## config.mk

```make
export PLATFORM = sky130hd
export DESIGN_NAME = stage_fetch_q_flat
export DESIGN_NICKNAME = d
export VERILOG_FILES = /design/src/rtl/fetch_pkg.sv /design/src/rtl/stage_fetch_q_if.sv /design/src/rtl/fetch_queue.sv /design/src/rtl/stage_fetch_q.sv /design/src/flat_wrapper.sv
export SDC_FILE = /design/constraint.sdc
export NUM_CORES = 1
export LEC_CHECK = 0
export CORE_MARGIN = 1.5
export CORE_UTILIZATION = 50
export CTS_BUF_LIST = sky130_fd_sc_hd__clkbuf_4 sky130_fd_sc_hd__clkbuf_8
export DETAILED_ROUTE_END_ITERATION = 10
export GPL_TIMING_DRIVEN = 0
export PLACE_DENSITY_LB_ADDON = 0.08
export SYNTH_ARGS = -nofsm -noshare
export SYNTH_HDL_FRONTEND = slang
export SYNTH_SLANG_ARGS = --single-unit
```

## constraint.sdc

```tcl
create_clock -name clk -period 2.9 [get_ports clk]
set_clock_uncertainty 0.05 [all_clocks]
set_input_delay 0.58 -clock clk [delete_from_list [all_inputs] [get_ports clk]]
set_output_delay 0.58 -clock clk [all_outputs]
set_load 0.02 [all_outputs]
```

## src/rtl/fetch_pkg.sv

```systemverilog
// fetch_pkg: shared constants and types for the stage_fetch_q fetch stage.
//   XLEN / INSN_W      : address and instruction widths (32).
//   RESET_PC_DEFAULT   : default PC loaded on reset.
//   fetch_entry_t      : one prefetch queue entry {pc, insn}.
package fetch_pkg;

  localparam int unsigned XLEN   = 32;
  localparam int unsigned INSN_W = 32;

  localparam logic [XLEN-1:0] RESET_PC_DEFAULT = 32'h8000_0000;

  typedef struct packed {
    logic [XLEN-1:0]   pc;
    logic [INSN_W-1:0] insn;
  } fetch_entry_t;

endpackage

```

## src/rtl/stage_fetch_q_if.sv

```systemverilog
// stage_fetch_q_if: bundle of the fetch stage's redirect, memory and decode
// signals.
//   master : the fetch stage (drives fe_req/fe_addr and the decode head).
//   slave  : the surrounding pipeline / memory model.
// Signals: fe_enable, pc_wen, pc_in (redirect side); fe_req, fe_addr, fe_ack,
// fe_data (memory side); de_stall, de_valid, de_insn, de_pc, fifo_level
// (decode side). With FETCH_PERF_EN defined the perf_* counters are added.
interface stage_fetch_q_if
  import fetch_pkg::*;
#(
  parameter int unsigned DEPTH = 4
);

  localparam int unsigned LVL_W = $clog2(DEPTH + 1);

  logic              fe_enable;
  logic              pc_wen;
  logic [XLEN-1:0]   pc_in;
  logic              fe_req;
  logic [XLEN-1:0]   fe_addr;
  logic              fe_ack;
  logic [INSN_W-1:0] fe_data;
  logic              de_stall;
  logic              de_valid;
  logic [INSN_W-1:0] de_insn;
  logic [XLEN-1:0]   de_pc;
  logic [LVL_W-1:0]  fifo_level;
`ifdef FETCH_PERF_EN
  logic [31:0]       perf_fetches;
  logic [31:0]       perf_flushes;
  logic [31:0]       perf_full_cycles;
`endif

  modport master (
    input  fe_enable, pc_wen, pc_in, fe_ack, fe_data, de_stall,
    output fe_req, fe_addr, de_valid, de_insn, de_pc, fifo_level
`ifdef FETCH_PERF_EN
    , output perf_fetches, perf_flushes, perf_full_cycles
`endif
  );

  modport slave (
    output fe_enable, pc_wen, pc_in, fe_ack, fe_data, de_stall,
    input  fe_req, fe_addr, de_valid, de_insn, de_pc, fifo_level
`ifdef FETCH_PERF_EN
    , input perf_fetches, perf_flushes, perf_full_cycles
`endif
  );

endinterface

```

## src/rtl/fetch_queue.sv

```systemverilog
// fetch_queue: synchronous FIFO of fetch_entry_t with asynchronous reset.
//   clk, rst      : clock, async active-high reset.
//   push_i        : write push_data_i at the tail.
//   push_data_i   : entry to write.
//   pop_i         : advance the head (ignored when empty).
//   flush_i       : discard all entries; wins over pop, push lands afterwards.
//   head_o        : head entry, zero when empty.
//   level_o       : occupancy 0..DEPTH.
//   empty_o       : level_o == 0.
module fetch_queue
  import fetch_pkg::*;
#(
  parameter  int unsigned DEPTH = 4,
  localparam int unsigned LVL_W = $clog2(DEPTH + 1),
  localparam int unsigned PTR_W = $clog2(DEPTH)
) (
  input  logic             clk,
  input  logic             rst,
  input  logic             push_i,
  input  fetch_entry_t     push_data_i,
  input  logic             pop_i,
  input  logic             flush_i,
  output fetch_entry_t     head_o,
  output logic [LVL_W-1:0] level_o,
  output logic             empty_o
);

  fetch_entry_t     mem_q [DEPTH];
  logic [PTR_W-1:0] rd_q, rd_d;
  logic [PTR_W-1:0] wr_q, wr_d;
  logic [LVL_W-1:0] lvl_q, lvl_d;
  logic [LVL_W-1:0] lvl_mid;
  logic             push_ok;

  // Flush/pop are resolved first; the push is then checked against the
  // resulting occupancy so a push into a just-flushed queue is never dropped.
  always_comb begin
    rd_d    = rd_q;
    wr_d    = wr_q;
    lvl_mid = lvl_q;
    if (flush_i) begin
      rd_d    = wr_q;
      lvl_mid = '0;
    end else if (pop_i && (lvl_q != '0)) begin
      rd_d    = rd_q + 1'b1;
      lvl_mid = lvl_q - 1'b1;
    end
    push_ok = push_i && (lvl_mid < LVL_W'(DEPTH));
    lvl_d   = lvl_mid;
    if (push_ok) begin
      wr_d  = wr_q + 1'b1;
      lvl_d = lvl_mid + 1'b1;
    end
  end

  always_ff @(posedge clk or posedge rst) begin
    if (rst) begin
      rd_q  <= '0;
      wr_q  <= '0;
      lvl_q <= '0;
    end else begin
      rd_q  <= rd_d;
      wr_q  <= wr_d;
      lvl_q <= lvl_d;
    end
  end

  // Storage needs no reset: the head is gated to zero while empty.
  always_ff @(posedge clk) begin
    if (push_ok) mem_q[wr_q] <= push_data_i;
  end

  assign empty_o = (lvl_q == '0);
  assign level_o = lvl_q;
  assign head_o  = empty_o ? '0 : mem_q[rd_q];

endmodule

```

## src/rtl/stage_fetch_q.sv

```systemverilog
// stage_fetch_q: instruction-fetch stage with a DEPTH-entry prefetch queue.
// Issues single-beat fetches while the queue has room (independent of decode
// stalls) and flushes/restarts on a redirect.
//   clk, reset : clock, async active-high reset (sync release).
//   bus        : stage_fetch_q_if.master (redirect, memory and decode signals).
// Optional: define FETCH_PERF_EN to add perf_fetches, perf_flushes and
// perf_full_cycles (32-bit saturating counters).
module stage_fetch_q
  import fetch_pkg::*;
#(
  parameter logic [XLEN-1:0] RESET_PC = RESET_PC_DEFAULT,
  parameter int unsigned     DEPTH    = 4
) (
  input  logic            clk,
  input  logic            reset,
  stage_fetch_q_if.master bus
);

  localparam int unsigned LVL_W = $clog2(DEPTH + 1);

  logic [XLEN-1:0]  pc_q, pc_d;
  logic [XLEN-1:0]  cur_pc;
  logic [LVL_W-1:0] level;
  logic             empty;
  logic             req;
  logic             accept;
  logic             pop;
  fetch_entry_t     push_entry;
  fetch_entry_t     head;

  assign cur_pc = bus.pc_wen ? {bus.pc_in[XLEN-1:2], 2'b00} : pc_q;
  assign req    = bus.fe_enable & ~reset & (level < LVL_W'(DEPTH));
  assign accept = req & bus.fe_ack;
  assign pop    = ~empty & ~bus.de_stall;

  // Without a redirect cur_pc is pc_q, so this also holds pc while idle.
  assign pc_d = accept ? cur_pc + 32'd4 : cur_pc;

  always_ff @(posedge clk or posedge reset) begin
    if (reset) pc_q <= RESET_PC;
    else       pc_q <= pc_d;
  end

  assign push_entry = '{pc: cur_pc, insn: bus.fe_data};

  fetch_queue #(
    .DEPTH (DEPTH)
  ) u_queue (
    .clk         (clk),
    .rst         (reset),
    .push_i      (accept),
    .push_data_i (push_entry),
    .pop_i       (pop),
    .flush_i     (bus.pc_wen),
    .head_o      (head),
    .level_o     (level),
    .empty_o     (empty)
  );

  assign bus.fe_req     = req;
  assign bus.fe_addr    = cur_pc;
  assign bus.de_valid   = ~empty;
  assign bus.de_insn    = head.insn;
  assign bus.de_pc      = head.pc;
  assign bus.fifo_level = level;

`ifdef FETCH_PERF_EN
  logic [31:0] fetches_q, fetches_d;
  logic [31:0] flushes_q, flushes_d;
  logic [31:0] full_q, full_d;

  always_comb begin
    fetches_d = fetches_q;
    flushes_d = flushes_q;
    full_d    = full_q;
    if (accept && (fetches_q != '1))                         fetches_d = fetches_q + 1'b1;
    if (bus.pc_wen && !empty && (flushes_q != '1))           flushes_d = flushes_q + 1'b1;
    if (bus.fe_enable && (level == LVL_W'(DEPTH)) && (full_q != '1)) full_d = full_q + 1'b1;
  end

  always_ff @(posedge clk or posedge reset) begin
    if (reset) begin
      fetches_q <= '0;
      flushes_q <= '0;
      full_q    <= '0;
    end else begin
      fetches_q <= fetches_d;
      flushes_q <= flushes_d;
      full_q    <= full_d;
    end
  end

  assign bus.perf_fetches     = fetches_q;
  assign bus.perf_flushes     = flushes_q;
  assign bus.perf_full_cycles = full_q;
`endif

endmodule

```

## src/flat_wrapper.sv

```systemverilog
// flat-port wrapper written by rule: the top's interface ports become plain ports
module stage_fetch_q_flat import fetch_pkg::*;
#(
  parameter logic [XLEN-1:0] RESET_PC = RESET_PC_DEFAULT,
  parameter int unsigned     DEPTH    = 4
)
  (clk, reset, bus_fe_enable, bus_pc_wen, bus_pc_in, bus_fe_ack, bus_fe_data, bus_de_stall, bus_fe_req, bus_fe_addr, bus_de_valid, bus_de_insn, bus_de_pc, bus_fifo_level);
  stage_fetch_q_if #(.DEPTH(DEPTH)) bus_i ();
  input  logic clk;
  input  logic reset;
  input wire logic [$bits(bus_i.fe_enable)-1:0] bus_fe_enable;
  input wire logic [$bits(bus_i.pc_wen)-1:0] bus_pc_wen;
  input wire logic [$bits(bus_i.pc_in)-1:0] bus_pc_in;
  input wire logic [$bits(bus_i.fe_ack)-1:0] bus_fe_ack;
  input wire logic [$bits(bus_i.fe_data)-1:0] bus_fe_data;
  input wire logic [$bits(bus_i.de_stall)-1:0] bus_de_stall;
  output wire logic [$bits(bus_i.fe_req)-1:0] bus_fe_req;
  output wire logic [$bits(bus_i.fe_addr)-1:0] bus_fe_addr;
  output wire logic [$bits(bus_i.de_valid)-1:0] bus_de_valid;
  output wire logic [$bits(bus_i.de_insn)-1:0] bus_de_insn;
  output wire logic [$bits(bus_i.de_pc)-1:0] bus_de_pc;
  output wire logic [$bits(bus_i.fifo_level)-1:0] bus_fifo_level;
  assign bus_i.fe_enable = bus_fe_enable;
  assign bus_i.pc_wen = bus_pc_wen;
  assign bus_i.pc_in = bus_pc_in;
  assign bus_i.fe_ack = bus_fe_ack;
  assign bus_i.fe_data = bus_fe_data;
  assign bus_i.de_stall = bus_de_stall;
  assign bus_fe_req = bus_i.fe_req;
  assign bus_fe_addr = bus_i.fe_addr;
  assign bus_de_valid = bus_i.de_valid;
  assign bus_de_insn = bus_i.de_insn;
  assign bus_de_pc = bus_i.de_pc;
  assign bus_fifo_level = bus_i.fifo_level;
  stage_fetch_q #(.RESET_PC(RESET_PC), .DEPTH(DEPTH)) u_core (.clk(clk), .reset(reset), .bus(bus_i));
endmodule
```

Word level (Yosys, flattened, before mapping)
Memory sizes are Yosys's and may differ from the RTL's.
Index checks and enable logic that the tools add are counted.
{"block": "word_totals", "regBits": 39, "ramBits": 256, "in_bits": 70, "out_inout_bits": 101, "elab_cells": 34, "memories": 1}
{"name": "u_core.u_queue.mem_q", "depth": 4, "word_bits": 64, "read_ports": 1, "rd_ports_with_merged_regs": 0, "write_ports": 1, "line_no": "fetch_queue.sv:28", "source": "fetch_entry_t mem_q [DEPTH];"}
{"block": "op_classes", "addsub": 5, "n_lt_le_gt_ge": 2, "muxes": 10, "bitwise": 7, "reduce_logical": 5}
{"op": "$mux 32", "n": 2}
{"op": "$mux 64", "n": 1}
{"op": "$add 32x3->32 const B", "n": 1}
{"op": "$mux 3", "n": 3}
{"op": "$lt 3x3->1 const B", "n": 2}
{"op": "$add 2x1->2 const B", "n": 2}
{"op": "$and 1x1->1", "n": 4}
{"op": "$mux 2", "n": 2}
{"op": "$add 3x1->3 const B", "n": 1}
{"op": "$logic_not 3->1", "n": 1}
{"op": "$not 1->1", "n": 3}
{"op": "$reduce_bool 3->1", "n": 1}
{"op": "$sub 3x1->3 const B", "n": 1}
{"op": "$logic_and 1x1->1", "n": 2}
{"op": "$mux 1", "n": 2}
{"op": "$reduce_bool 2->1", "n": 1}

Longest topological paths before layout
{"block": "logic_depth", "ltp_word": 10, "depth_mapped": 11, "ltp_nobuf": 8}

Modules after synthesis
Synthesis repeated with hierarchy kept, for this count alone.
{"block": "unflattened", "cells_unflattened": 680, "hier_area_um2": 12260.5}
{"module": "fetch_queue", "instances": 1, "cells_per_inst": 455, "area_each_um2": 10142.2, "seq_area_each_um2": 7862.5}
{"module": "stage_fetch_q", "instances": 1, "cells_per_inst": 225, "area_each_um2": 2118.3, "seq_area_each_um2": 802.0}

Least setup slack after synthesis
OpenSTA, ideal clock, no wires.
{"block": "synth_timing", "path_type": "input-to-reg", "start": "in bus_pc_wen", "end": "mem u_core.u_queue.mem_q[0][0] (netlist name), enable pin", "setup_time_ns": 0.429, "t_arrival_ns": 2.994, "required_time_ns": 2.421, "slack_ns": -0.573, "stages": 6, "n_path_buf": 3, "cell_sequence": "buf_6 > buf_6 > buf_2 > a21oi_1 > nor2_1 > and2_1"}
{"block": "synth_between", "elab_chain_len": 5}
{"item": "from (decl)", "line_no": "flat_wrapper.sv:12", "source": "input wire logic [$bits(bus_i.pc_wen)-1:0] bus_pc_wen;"}
{"item": "$mux 3", "line_no": "fetch_queue.sv:41", "source": "if (flush_i) begin"}
{"item": "$lt 3x3->1", "line_no": "fetch_queue.sv:48", "source": "push_ok = push_i && (lvl_mid < LVL_W'(DEPTH));"}
{"item": "$logic_and 1x1->1", "line_no": "fetch_queue.sv:48"}
{"item": "$mux 1", "line_no": "fetch_queue.sv:70", "source": "if (push_ok) mem_q[wr_q] <= push_data_i;"}
{"item": "$mux 1 (implied by the code)", "line_no": "fetch_queue.sv:70"}
{"item": "to (decl)", "line_no": "fetch_queue.sv:28"}
No other way between the ends.

Final worst setup path
{"block": "layout_timing", "start": "reg u_core.u_queue.rd_q[0]", "end": "out bus_de_insn[1]"}
{"block": "layout_between", "elab_chain_len": 2}
{"item": "from (decl)", "line_no": "fetch_queue.sv:29", "source": "logic [PTR_W-1:0] rd_q, rd_d;"}
{"item": "from (signal assigned)", "line_no": "fetch_queue.sv:62", "source": "rd_q <= rd_d;"}
{"item": "$mem_v2 4x64"}
{"item": "$mux 64", "line_no": "fetch_queue.sv:75", "source": "assign head_o = empty_o ? '0 : mem_q[rd_q];"}
{"item": "to (decl)", "line_no": "flat_wrapper.sv:20", "source": "output wire logic [$bits(bus_i.de_insn)-1:0] bus_de_insn;"}
No other way between the ends.

==> reports/metrics.cfg <==
[timing]
final-setup-viol-count = 0
rsz0062_at_grt = true
tightest_slew_ns = 0.912
hold_viol_final = 0
fin_ws_ns = 0.0727
fmax_mhz = 354
slew_headroom_pct = 39.1
finalCritPeriodShare_pct = 97.5
period_minus_slack_ns = 2.83
drv_slew = 0

[clocking]
clock-sinks = 295
cts_max_path_buffers = 3
cts_root_buf = clkbuf_8
holdBufCountCts = 0
cts_tree = done
clk_latency_ns = 0.55
clk_pin_slew_ns = 0.06
cts_made_buffers = 48
htree_levels = 2

[power_and_ir_drop]
clkPwrFrac_pct = 26.5
power_switching_w = 0.00436
switching_share_pct = 31.4
ir_worst_vdd_v = 0.000473
p_seq_share_pct = 36.6
p_int_w = 0.00952
p_comb_share_pct = 36.8
p_per_area_nw_per_um2 = 896
cellLeakagePower_nw = 5.62

[synthesis]
synthArstFlopShare_pct = 13.2
synth_edf_count = 256
synth-seq-cells = 295
yosys_warnings = 0
syn_area_sq_um = 12100
synth-main-ff-cell = edfxtp_1
yosysTopAreaCellShare_pct = 63.3
synthTopCellsByArea = edfxtp_1, mux4_2, dfrtp_1, and2_1, mux2_2
yosysTopAreaCell = edfxtp_1
syn_inst = 651
synth.avg_cell_area_sq_um = 18.7
synth_nets = 729
seq_area_frac_synth_pct = 71.3
synth_cell_type_count = 49

[critical_path]
critPathArrivalTime_ns = 2.20
crit_type = reg -> out
worst-path-max-fanout = 6
crit_path_start_kind = flip-flop
cp-end-kind = output port
cp.required_ns = 2.27

[grt]
grt_pass1_wl_microns = 40900
antenna_found_initial = 0
grt_pass1_vias = 7193
grt_use_total_pct = 21.3
grt_max_degree = 40
grt.overflow.total = 0

[routing]
wl_microns = 26500
drtAntennaViolNets = 0
drtIter0Drc = 376
post_drt_wl_per_cell_microns = 21.2
firstDrtPassIters = 4
post-route-drc-count = 0
vias_per_cell = 5.35
vias = 6690

[status]
outcome = finished, final reports clean

[floorplanning]
rows = 56
die_w_microns = 159
start_util_pct = 51.3
die_h_microns = 159
coreArea_sq_um = 23700
ioPinCount = 171
dieArea_sq_um = 25200

[place]
preCtsSetupSlack_ns = -0.795
gp_congestion = 0.797
numPortBuffers = 167
dp_hpwl_microns = 16600
post_dp_cell_area_sq_um = 14300

[hold_path]
hold_path.class = in -> reg

[cells_and_area]
mostFrequentLayoutCells = edfxtp_1, clkdlybuf4s50_1, and2_1
n_antenna_cell = 0
syn2layout_area_growth_pct = 27.6
nets = 969
layout-drive-gt1-share_pct = 33.4
fin_area_sq_um = 15500
layout_commonest_cell = edfxtp_1
fillers = 1769

[job]
drv_cap = 0

## sequential cells by signal, indices dropped and copies added (netlist names)
register / count
u_core.u_queue.rd_q: 2
u_core.pc_q: 32
u_core.u_queue.wr_q: 2
u_core.u_queue.level_o: 3
u_core.u_queue.mem_q: 256
## final timing paths
path                                                         end  depth (start not counted)                                start  slack, ns
setup / recovery                                  bus_de_insn[1]                          5   u_core.u_queue.rd_q[0]$_DFFE_PP0P_       0.07
min in group asynchronous    u_core.u_queue.level_o[1]$_DFF_PP0_                          2                                reset       0.60
setup reg to reg           u_core.u_queue.mem_q[1][16]$_DFFE_PP_                          4  u_core.u_queue.level_o[2]$_DFF_PP0_       0.13
hold reg to reg                         u_core.pc_q[0]$_DFF_PP0_                          1             u_core.pc_q[0]$_DFF_PP0_       0.50
hold / removal                          u_core.pc_q[3]$_DFF_PP0_                          3                           bus_pc_wen       0.44
max in group asynchronous     u_core.u_queue.rd_q[0]$_DFFE_PP0P_                          2                                reset       1.57
## cell usage after synthesis (all sizes together), types with 2 or more instances
| library cell | number |
|---|---|
| nor2 | 13 |
| mux2i | 10 |
| mux2 | 21 |
| nand4 | 7 |
| nor3b | 2 |
| a31oi | 2 |
| xor2 | 10 |
| and2 | 71 |
| nand3b | 5 |
| dfrtp | 38 |
| inv | 16 |
| nand4b | 3 |
| o21ai | 5 |
| a21oi | 6 |
| nand2 | 23 |
| xnor2 | 22 |
| buf | 18 |
| clkbuf | 14 |
| or4 | 2 |
| nor3 | 3 |
| nand2b | 2 |
| mux4 | 64 |
| a211oi | 2 |
| ha | 8 |
| nor2b | 4 |
| edfxtp | 256 |
| nor4 | 2 |
| nand3 | 11 |
## power by group through the flow
stage	Sequential (W)	Combinational (W)	Clock (W)
3_3_place_gp	0.00515	0.00498	0
4_1_cts	0.00508	0.00509	0.00375
2_1_floorplan	0.00515	0.00297	0
3_5_place_dp	0.00516	0.00507	0
6_report	0.00509	0.00511	0.00368
5_1_grt	0.00511	0.00547	0.00396
## cells by family after synthesis
group	Yosys count	share of synthesized area [%]
xor+xnor	32	2.31
compound gates	21	1.32
simple gates	152	7.69
fa+ha+maj	8	0.824
buf+inv	48	1.90
flops	295	71.3
mux	95	14.6
## repair_timing
action / 4_1_cts / 5_1_grt
setup buffers: 2 / 16
gates cloned: 0 / 2
gates resized for setup: 221 / 74
endpoints found under the setup margin: 85 / 194
## metrics by stage
stage	util [%]	hold slack, ns	power (W)	setup TNS, ns	std cells
6_report	65.5	0.442	0.0139	0	1250
5_1_grt	65.5	0.472	0.0145	-0.168	1250
4_1_cts	65.5	0.411	0.0139	-1.04	1232
3_5_place_dp	60.4	0.515	0.0102	-141.37	1141
3_3_place_gp	60.1	0.501	0.0101	-333.18	1137
2_1_floorplan	-	0.457	0.00812	0	651
## area by class of cell
type                       instances  area [sq um]  share of cell area [%]
clock buffer                      84           981                    6.33
inverter                          16          60.1                   0.387
sequential                       295          8670                    55.9
timing repair buffer             191          1700                    11.0
multi-input combinational        308          3310                    21.3
tap                              319           399                    2.57
buffer                            31           353                    2.28
clock inverter                     6          32.5                   0.210
## per-layer routing
metal,GRT usage [%],part of all wire [%],vias up
li1,-,-,3013
met1,28.8,43,3411
met2,35.1,50,223
met3,4.55,5.5,43
met4,6.30,1.7,0
met5,0,0,-
## worst max-delay path: stages, from the launching register on
cell and delay [ns]:
dfrtp_2 0.42, buf_12 0.16, buf_4 0.12, mux4_2 0.49, and2_1 0.18, clkdlybuf4s15_1 0.28
(Power assumes the default switching activity.)
